<file path="src/rtl/dma_bus_arbiter_if.sv">
// Bus-side signal bundle for dma_bus_arbiter: requests from timing/DMA control,
// halt/grant/kill back to the 6502 and DMA engine.
interface dma_bus_arbiter_if #(
  parameter int unsigned CNT_W = 10
);
  logic             enable;
  logic             line_start;
  logic             dma_req;
  logic             dma_done;
  logic             cpu_phase_end;
  logic             halt_b;
  logic             dma_grant;
  logic             dma_kill;
  logic [CNT_W-1:0] dma_cycles;
  logic             busy;

  modport master (
    output enable, line_start, dma_req, dma_done, cpu_phase_end,
    input  halt_b, dma_grant, dma_kill, dma_cycles, busy
  );

  modport slave (
    input  enable, line_start, dma_req, dma_done, cpu_phase_end,
    output halt_b, dma_grant, dma_kill, dma_cycles, busy
  );
endinterface

</file>
<file path="src/rtl/dma_bus_arbiter.sv">
// Address-bus arbiter between the 6502 and Maria DMA: halts the CPU on a bus-cycle
// boundary, grants DMA, then releases after a turnaround. ATARI_DMA_BUDGET_EN enables budget kills.
module dma_bus_arbiter #(
  parameter int unsigned HALT_LATENCY   = 1,
  parameter int unsigned RELEASE_CYCLES = 2,
  parameter int unsigned DMA_BUDGET     = 420,
  parameter int unsigned CNT_W          = 10
) (
  input  logic             sysclk,
  input  logic             reset,
  dma_bus_arbiter_if.slave bus
);

  localparam int unsigned PH_W  = $clog2(HALT_LATENCY + 1);
  localparam int unsigned REL_W = $clog2(RELEASE_CYCLES + 1);
  localparam logic [PH_W-1:0]  PH_LAST  = PH_W'(HALT_LATENCY - 1);
  localparam logic [REL_W-1:0] REL_LAST = REL_W'(RELEASE_CYCLES - 1);

`ifdef ATARI_DMA_BUDGET_EN
  localparam logic [CNT_W-1:0] BUDGET      = CNT_W'(DMA_BUDGET);
  localparam logic [CNT_W-1:0] BUDGET_LAST = CNT_W'(DMA_BUDGET - 1);
  localparam logic [CNT_W-1:0] SAT_MAX     = BUDGET;
`else
  localparam logic [CNT_W-1:0] SAT_MAX     = '1;
`endif

  if (64'(DMA_BUDGET) >= (64'd1 << CNT_W)) begin : g_budget_check
    $error("DMA_BUDGET does not fit in CNT_W bits");
  end

  typedef enum logic [1:0] {IDLE, HALT_WAIT, GRANT, RELEASE} state_t;

  state_t             state_q, state_n;
  logic [PH_W-1:0]    phase_q, phase_n;
  logic [REL_W-1:0]   rel_q, rel_n;
  logic [CNT_W-1:0]   cycles_q, cycles_n;
  logic               kill_q, kill_n;
  logic               budget_spent;

`ifdef ATARI_DMA_BUDGET_EN
  assign budget_spent = (cycles_q == BUDGET);
`else
  assign budget_spent = 1'b0;
`endif

  always_ff @(posedge sysclk or posedge reset) begin
    if (reset) begin
      state_q  <= IDLE;
      phase_q  <= '0;
      rel_q    <= '0;
      cycles_q <= '0;
      kill_q   <= 1'b0;
    end else begin
      state_q  <= state_n;
      phase_q  <= phase_n;
      rel_q    <= rel_n;
      cycles_q <= cycles_n;
      kill_q   <= kill_n;
    end
  end

  always_comb begin
    state_n  = state_q;
    phase_n  = phase_q;
    rel_n    = rel_q;
    kill_n   = 1'b0;
    cycles_n = cycles_q;
    if (state_q == GRANT && cycles_q != SAT_MAX) cycles_n = cycles_q + 1'b1;
    if (bus.line_start) cycles_n = '0;

    unique case (state_q)
      IDLE: begin
        if (bus.dma_req && bus.enable && !budget_spent) begin
          state_n = HALT_WAIT;
          phase_n = '0;
        end
      end
      HALT_WAIT: begin
        if (!bus.dma_req || !bus.enable) begin
          state_n = IDLE;
        end else if (bus.cpu_phase_end) begin
          phase_n = phase_q + 1'b1;
          if (phase_q == PH_LAST) state_n = GRANT;
        end
      end
      GRANT: begin
        // done and enable-low exit quietly and take priority over any kill cause
        if (bus.dma_done || !bus.enable) begin
          state_n = RELEASE;
          rel_n   = '0;
        end
`ifdef ATARI_DMA_BUDGET_EN
        else if (bus.line_start || cycles_q == BUDGET_LAST) begin
          state_n = RELEASE;
          rel_n   = '0;
          kill_n  = 1'b1;
        end
`endif
      end
      RELEASE: begin
        if (rel_q == REL_LAST) state_n = IDLE;
        else                   rel_n   = rel_q + 1'b1;
      end
      default: state_n = IDLE;
    endcase
  end

  // Moore outputs: halt_b falls on HALT_WAIT entry, so grant can never rise with it
  assign bus.halt_b     = (state_q == IDLE);
  assign bus.dma_grant  = (state_q == GRANT);
  assign bus.busy       = (state_q != IDLE);
  assign bus.dma_kill   = kill_q;
  assign bus.dma_cycles = cycles_q;

endmodule

</file>
<file path="src/flat_wrapper.sv">
// flat-port wrapper written by rule: the top's interface ports become plain ports
module dma_bus_arbiter_flat 
#(
  parameter int unsigned HALT_LATENCY   = 1,
  parameter int unsigned RELEASE_CYCLES = 2,
  parameter int unsigned DMA_BUDGET     = 420,
  parameter int unsigned CNT_W          = 10
)
  (sysclk, reset, bus_enable, bus_line_start, bus_dma_req, bus_dma_done, bus_cpu_phase_end, bus_halt_b, bus_dma_grant, bus_dma_kill, bus_dma_cycles, bus_busy);
  dma_bus_arbiter_if #(.CNT_W(CNT_W)) bus_i ();
  input  logic sysclk;
  input  logic reset;
  input wire logic [$bits(bus_i.enable)-1:0] bus_enable;
  input wire logic [$bits(bus_i.line_start)-1:0] bus_line_start;
  input wire logic [$bits(bus_i.dma_req)-1:0] bus_dma_req;
  input wire logic [$bits(bus_i.dma_done)-1:0] bus_dma_done;
  input wire logic [$bits(bus_i.cpu_phase_end)-1:0] bus_cpu_phase_end;
  output wire logic [$bits(bus_i.halt_b)-1:0] bus_halt_b;
  output wire logic [$bits(bus_i.dma_grant)-1:0] bus_dma_grant;
  output wire logic [$bits(bus_i.dma_kill)-1:0] bus_dma_kill;
  output wire logic [$bits(bus_i.dma_cycles)-1:0] bus_dma_cycles;
  output wire logic [$bits(bus_i.busy)-1:0] bus_busy;
  assign bus_i.enable = bus_enable;
  assign bus_i.line_start = bus_line_start;
  assign bus_i.dma_req = bus_dma_req;
  assign bus_i.dma_done = bus_dma_done;
  assign bus_i.cpu_phase_end = bus_cpu_phase_end;
  assign bus_halt_b = bus_i.halt_b;
  assign bus_dma_grant = bus_i.dma_grant;
  assign bus_dma_kill = bus_i.dma_kill;
  assign bus_dma_cycles = bus_i.dma_cycles;
  assign bus_busy = bus_i.busy;
  dma_bus_arbiter #(.HALT_LATENCY(HALT_LATENCY), .RELEASE_CYCLES(RELEASE_CYCLES), .DMA_BUDGET(DMA_BUDGET), .CNT_W(CNT_W)) u_core (.sysclk(sysclk), .reset(reset), .bus(bus_i));
endmodule
</file>
<file path="config.mk">
export PLATFORM = sky130hd
export DESIGN_NAME = dma_bus_arbiter_flat
export DESIGN_NICKNAME = d
export VERILOG_FILES = /design/src/rtl/dma_bus_arbiter_if.sv /design/src/rtl/dma_bus_arbiter.sv /design/src/flat_wrapper.sv
export SDC_FILE = /design/constraint.sdc
export NUM_CORES = 1
export LEC_CHECK = 0
export BUFFER_PORTS_ARGS = -buffer_cell sky130_fd_sc_hd__buf_2
export CAP_MARGIN = 20
export CORE_MARGIN = 8
export CORE_UTILIZATION = 54
export DETAILED_ROUTE_END_ITERATION = 10
export PLACE_DENSITY = 0.81
export SLEW_MARGIN = 20
export SYNTH_ARGS = -nofsm -noshare
export SYNTH_HDL_FRONTEND = slang
export SYNTH_SLANG_ARGS = --single-unit
</file>
<file path="constraint.sdc">
create_clock -name sysclk -period 2.8 [get_ports sysclk]
set_clock_uncertainty 0.15 [all_clocks]
set_input_delay 0.28 -clock sysclk [delete_from_list [all_inputs] [get_ports sysclk]]
set_output_delay 0.28 -clock sysclk [all_outputs]
set_load 0.05 [all_outputs]
</file>
# --- Yosys cells after proc, flatten, opt, wreduce, memory -nomap -nowiden ---
# Cells that the tools add are included.
op_classes:
  reduce_logical: 14
  add_sub_neg: 3
  mux: 16
  n_eq_ne: 13
op_table:
  columns: ["cell", "count"]
  rows:
  - ["$mux W10", 2]
  - ["$mux W2", 8]
  - ["$add A10 B1 Y10 const B", 1]
  - ["$ne A10 B10 Y1 const B", 1]
  - ["$pmux W2 S4", 1]
  - ["$reduce_bool A2 Y1", 4]
  - ["$ne A2 B1 Y1 const B", 3]
  - ["$ne A2 B2 Y1 const B", 3]
  - ["$reduce_and A5 Y1", 1]
  - ["$eq A2 B1 Y1 const B", 2]
  - ["$eq A2 B2 Y1 const B", 2]
  - ["$pmux W2 S2", 1]
  - ["$reduce_and A4 Y1", 1]
  - ["$mux W1", 3]
  - ["$ne A3 B2 Y1 const B", 1]
  - ["$ne A3 B3 Y1 const B", 1]
  - ["$reduce_and A3 Y1", 1]
  - ["$add A2 B1 Y2 const B", 1]
  - ["$logic_and A1 B1 Y1", 2]
  - ["$logic_not A1 Y1", 2]
  - ["$logic_not A2 Y1", 1]
  - ["$logic_or A1 B1 Y1", 2]
  - ["$pmux W1 S2", 1]
  - ["$add A1 B1 Y1 const B", 1]
totals:
  wordCells: 50
  in_bits: 7
  reg_bits: 15

# --- Logic depth before layout (Yosys ltp) ---
logic_depth:
  ltp_word: 4
  ltp_mapped: 5
  mapped_depth_nobuf: 5

# --- Worst setup path after synthesis ---
# Ideal clock, no wire load.
synth_timing:
  path_type: "register -> register"
  start: "register u_core.cycles_q[0], in the netlist u_core.bus.dma_cycles[0]"
  end: "register u_core.cycles_q[1], in the netlist u_core.bus.dma_cycles[1]"
  stages_incl_launch_ff: 6
  path_buffers: 0
  slack_ns: 0.804
  required_ns: 2.518
  arrival_time_ns: 1.714
  cell_sequence: "dfrtp_1 ha_1 nand3_1 o31ai_1 mux2i_1 nor2_1"
synth_between:
  elab_chain_len: 3
  elab_cells_between_ends: 6
  classes_between: "add/sub (1); eq/ne (1); mux (2); reduce/logical (2)"
synth_lines:
  columns: ["item", "line_no", "text"]
  rows:
  - ["start, declared", "dma_bus_arbiter.sv:36", "logic [CNT_W-1:0] cycles_q, cycles_n;"]
  - ["start signal, assigned", "dma_bus_arbiter.sv:57", "cycles_q <= cycles_n;"]
  - ["$add A10 B1 Y10 or $ne A10 B10 Y1 (tied branches)", "dma_bus_arbiter.sv:68", "if (state_q == GRANT && cycles_q != SAT_MAX) cycles_n = cycles_q + 1'b1;"]
  - ["$mux W10 or $logic_and A1 B1 Y1 (tied branches)", "dma_bus_arbiter.sv:68", null]
  - ["$mux W10 or $reduce_bool A2 Y1 (tied branches)", null, null]
# Parallel ways exist; a longest one is shown, timed or not. The select of a mux whose other input is x is not followed.
# A chain may end at the register's enable or synchronous reset.

# --- Final worst setup path ---
layout_timing:
  start: "register u_core.state_q[0]"
  end: "output bus_halt_b"
layout_between:
  elab_chain_len: 1
layout_lines:
  columns: ["item", "line_no", "text"]
  rows:
  - ["start, declared", "dma_bus_arbiter.sv:33", "state_t state_q, state_n;"]
  - ["start signal, assigned", "dma_bus_arbiter.sv:54", "state_q <= state_n;"]
  - ["$logic_not A2 Y1", "dma_bus_arbiter.sv:109", "assign bus.halt_b = (state_q == IDLE);"]
  - ["end, declared", "flat_wrapper.sv:18", "output wire logic [$bits(bus_i.halt_b)-1:0] bus_halt_b;"]
# Every way passes these cells.

==> metrics.yaml <==
outcome: "completed"
grt_pass1_wl_um: 2990
slew_headroom_pct: 61.5
drtIter0Drc: 10
synth_cells: 88
synth.yosys.seq_area_share_pct: 45.1
path_clk_slew_ns: 0.09
dp_hpwl_um: 1280
finalHoldViolations: 0
critPathRequiredTime_ns: 2.37
synth-edff-count: 0
overflow: 0
num_vias: 729
end_kind: "output pin"
postRouteAntennaNets: 0
cp-start-kind: "flop"
die_x_um: 55.3
area_growth_syn_to_layout_pct: 16.2
hold_class: "input port to flop"
synth_common_cells: "dfrtp_1, nand2_1, nor2_1, inv_1"
yosysTopAreaCell: "dfrtp_1"
grt_pass1_vias: 667
final_nets: 119
cp-startpoint: "u_core.state_q[0]"
grt_setup_unrepaired: "false"
core-area_mm2: 0.00147
ctsHoldBuffers: 1
drt-vias-per-instance: 5.83
syn_area_per_cell_um2: 9.46
cts-htree-levels: 1
root_buffer: "clkbuf_4"
slowest_stage: "dfrtp_1"
ioPinCount: 21
cts_resized: 0
min_period_ns: 1.85
clkLatencyLatePin_ns: 0.27
drc: 0
cts_buffers: 3
drive_gt1_share_pct: 24.8
ys.flop_type: "dfrtp_1"
syn-num-nets: 97
portBuffers: 19
die-area_mm2: 0.00305
fin_tns_setup_ns: 0
antenna_found_initial: 0
path_cells: "or2_2 -> inv_1 -> buf_2"
initial_utilization_pct: 56.5
slew_viol_final: 0
cpPeakStageDelay_ns: 0.50
yosysWarningCount: 0
synth_cell_types: 35
rows: 14
netlist_area_um2: 832
cp_max_fo: 9
ys_ff_latch: 15
clock_sinks: 15
ir_drop_v: 0.000619
drt-pass1-iter-count: 4
gp_congestion: 0.763
dieHeight_um: 55.3
reg2reg_from: "u_core.bus.dma_cycles[0]"
cp.arrival_ns: 1.42
cts_tree: "built"
grt_use_total_pct: 11.2
async_flop_share_pct: 100
power_density_mw_per_mm2: 762
drt-wirelength-per-cell_um: 13.7
grt_max_degree: 16
synth_top_area_share_pct: 45.1
yosysMostFrequentCell: "dfrtp_1"
fin_area_um2: 967
min-delay-start: "bus_dma_done"
placed_area_um2: 931
maxCapViolations: 0
tightest_slew_ns: 0.576
fmax_mhz: 541
post_cts_buffers: 0
setup_viol: 0
timing.final.crit_share_pct: 66.0
p_leak_nw: 0.475
crit_type: "flop to output pin"
antenna_cells: 0
synth_area_leaders: "dfrtp_1, nand2_1, nor2_1, ha_1, mux2_2"
max-clock-path-buffers: 2
drt-total-wl_um: 1720
[cell families (layout without fill, tap and decap cells)]
group                    after synthesis  count (layout)  synth area share [%]
AO/OA/AOI/OAI                         17              17                  13.7
XOR/XNOR                               1               1                  1.05
buffers and inverters                  8              29                  4.21
adder cells (fa/ha/maj)                2               2                  3.01
multiplexers                           3               3                  3.91
AND/OR/NAND/NOR                       41              41                  28.6
other                                  1               1                 0.451
flip-flops                            15              15                  45.1
[metal layers]
metal,share of wire [%],track usage (%)
met1,48,14.6
met2,45,17.3
met3,5.5,3.42
met4,0.82,3.17
met5,0,0
[sequential cells by signal, summed over array words and instances (netlist names), named ones only]
name and count:
u_core.phase_q 1, u_core.rel_q 2, u_core.state_q 1, u_core.bus.dma_cycles 10
[stage by stage]
step	hold slack [ns]	setup WS, ns	cells	total power, W	util (%)
2_1_floorplan	0.0315	0.804	88	0.000555	-
3_3_place_gp	0.210	1.03	120	0.000611	63.3
3_5_place_dp	0.217	1.00	120	0.000619	63.3
4_1_cts	0.117	0.949	125	0.000743	65.7
5_1_grt	0.137	0.859	125	0.000780	65.7
6_report	0.119	0.952	125	0.000737	65.7
[layout make-up]
| cell class | count | area (um2) |
|---|---|---|
| multi-input cells | 65 | 422 |
| flip-flops and latches | 15 | 375 |
| well taps | 16 | 20.0 |
| clock buffers | 4 | 26.3 |
| fillers | 135 | 504 |
| inverters | 5 | 18.8 |
| repair buffers | 20 | 105 |
[final timing paths]
path,cells past startpoint,slack (ns),endpoint
min in group asynchronous,3,0.45,u_core.state_q[0]
worst min-delay path,3,0.12,u_core.state_q[0]
worst max-delay path,3,0.95,bus_halt_b
worst max register to register,5,0.99,u_core.bus.dma_cycles[9]
worst min register to register,2,0.38,u_core.phase_q
max in group asynchronous,3,1.68,u_core.bus.dma_cycles[3]
[power by group]
part	switching [W]	internal (W)	total (W)	leakage (nW)
registers	0.0000539	0.000253	0.000307	0.204
clock network	0.0000676	0.0000551	0.000123	0.0150
logic	0.000209	0.0000986	0.000307	0.255
total	0.000330	0.000407	0.000737	0.475
[critical path, delay by kind of cell, from the launching register on]
family                 cells  cell delay [ns]
DFF                        1             0.50
and+or+nand+nor            1             0.34
buffers and inverters      2             0.31
[cells in the final DEF, fill, tap and decap left out, types with 2 or more instances in the layout]
| cell | Yosys | layout |
|---|---|---|
| nand2_1 | 9 | 9 |
| nor2b_1 | 3 | 3 |
| nor4_1 | 3 | 3 |
| o21ai_0 | 3 | 3 |
| o31ai_1 | 2 | 2 |
| buf_2 | 1 | 19 |
| ha_1 | 2 | 2 |
| dfrtp_1 | 15 | 15 |
| a21oi_1 | 4 | 4 |
| a22o_1 | 2 | 2 |
| nor2_1 | 9 | 9 |
| nand3b_1 | 2 | 2 |
| a41oi_1 | 2 | 2 |
| nor3_1 | 4 | 4 |
| inv_1 | 5 | 5 |
| or2b_1 | 2 | 2 |
| mux2_2 | 2 | 2 |
| clkbuf_4 | 0 | 3 |
Note: power is estimated with default switching activity, not from simulation.
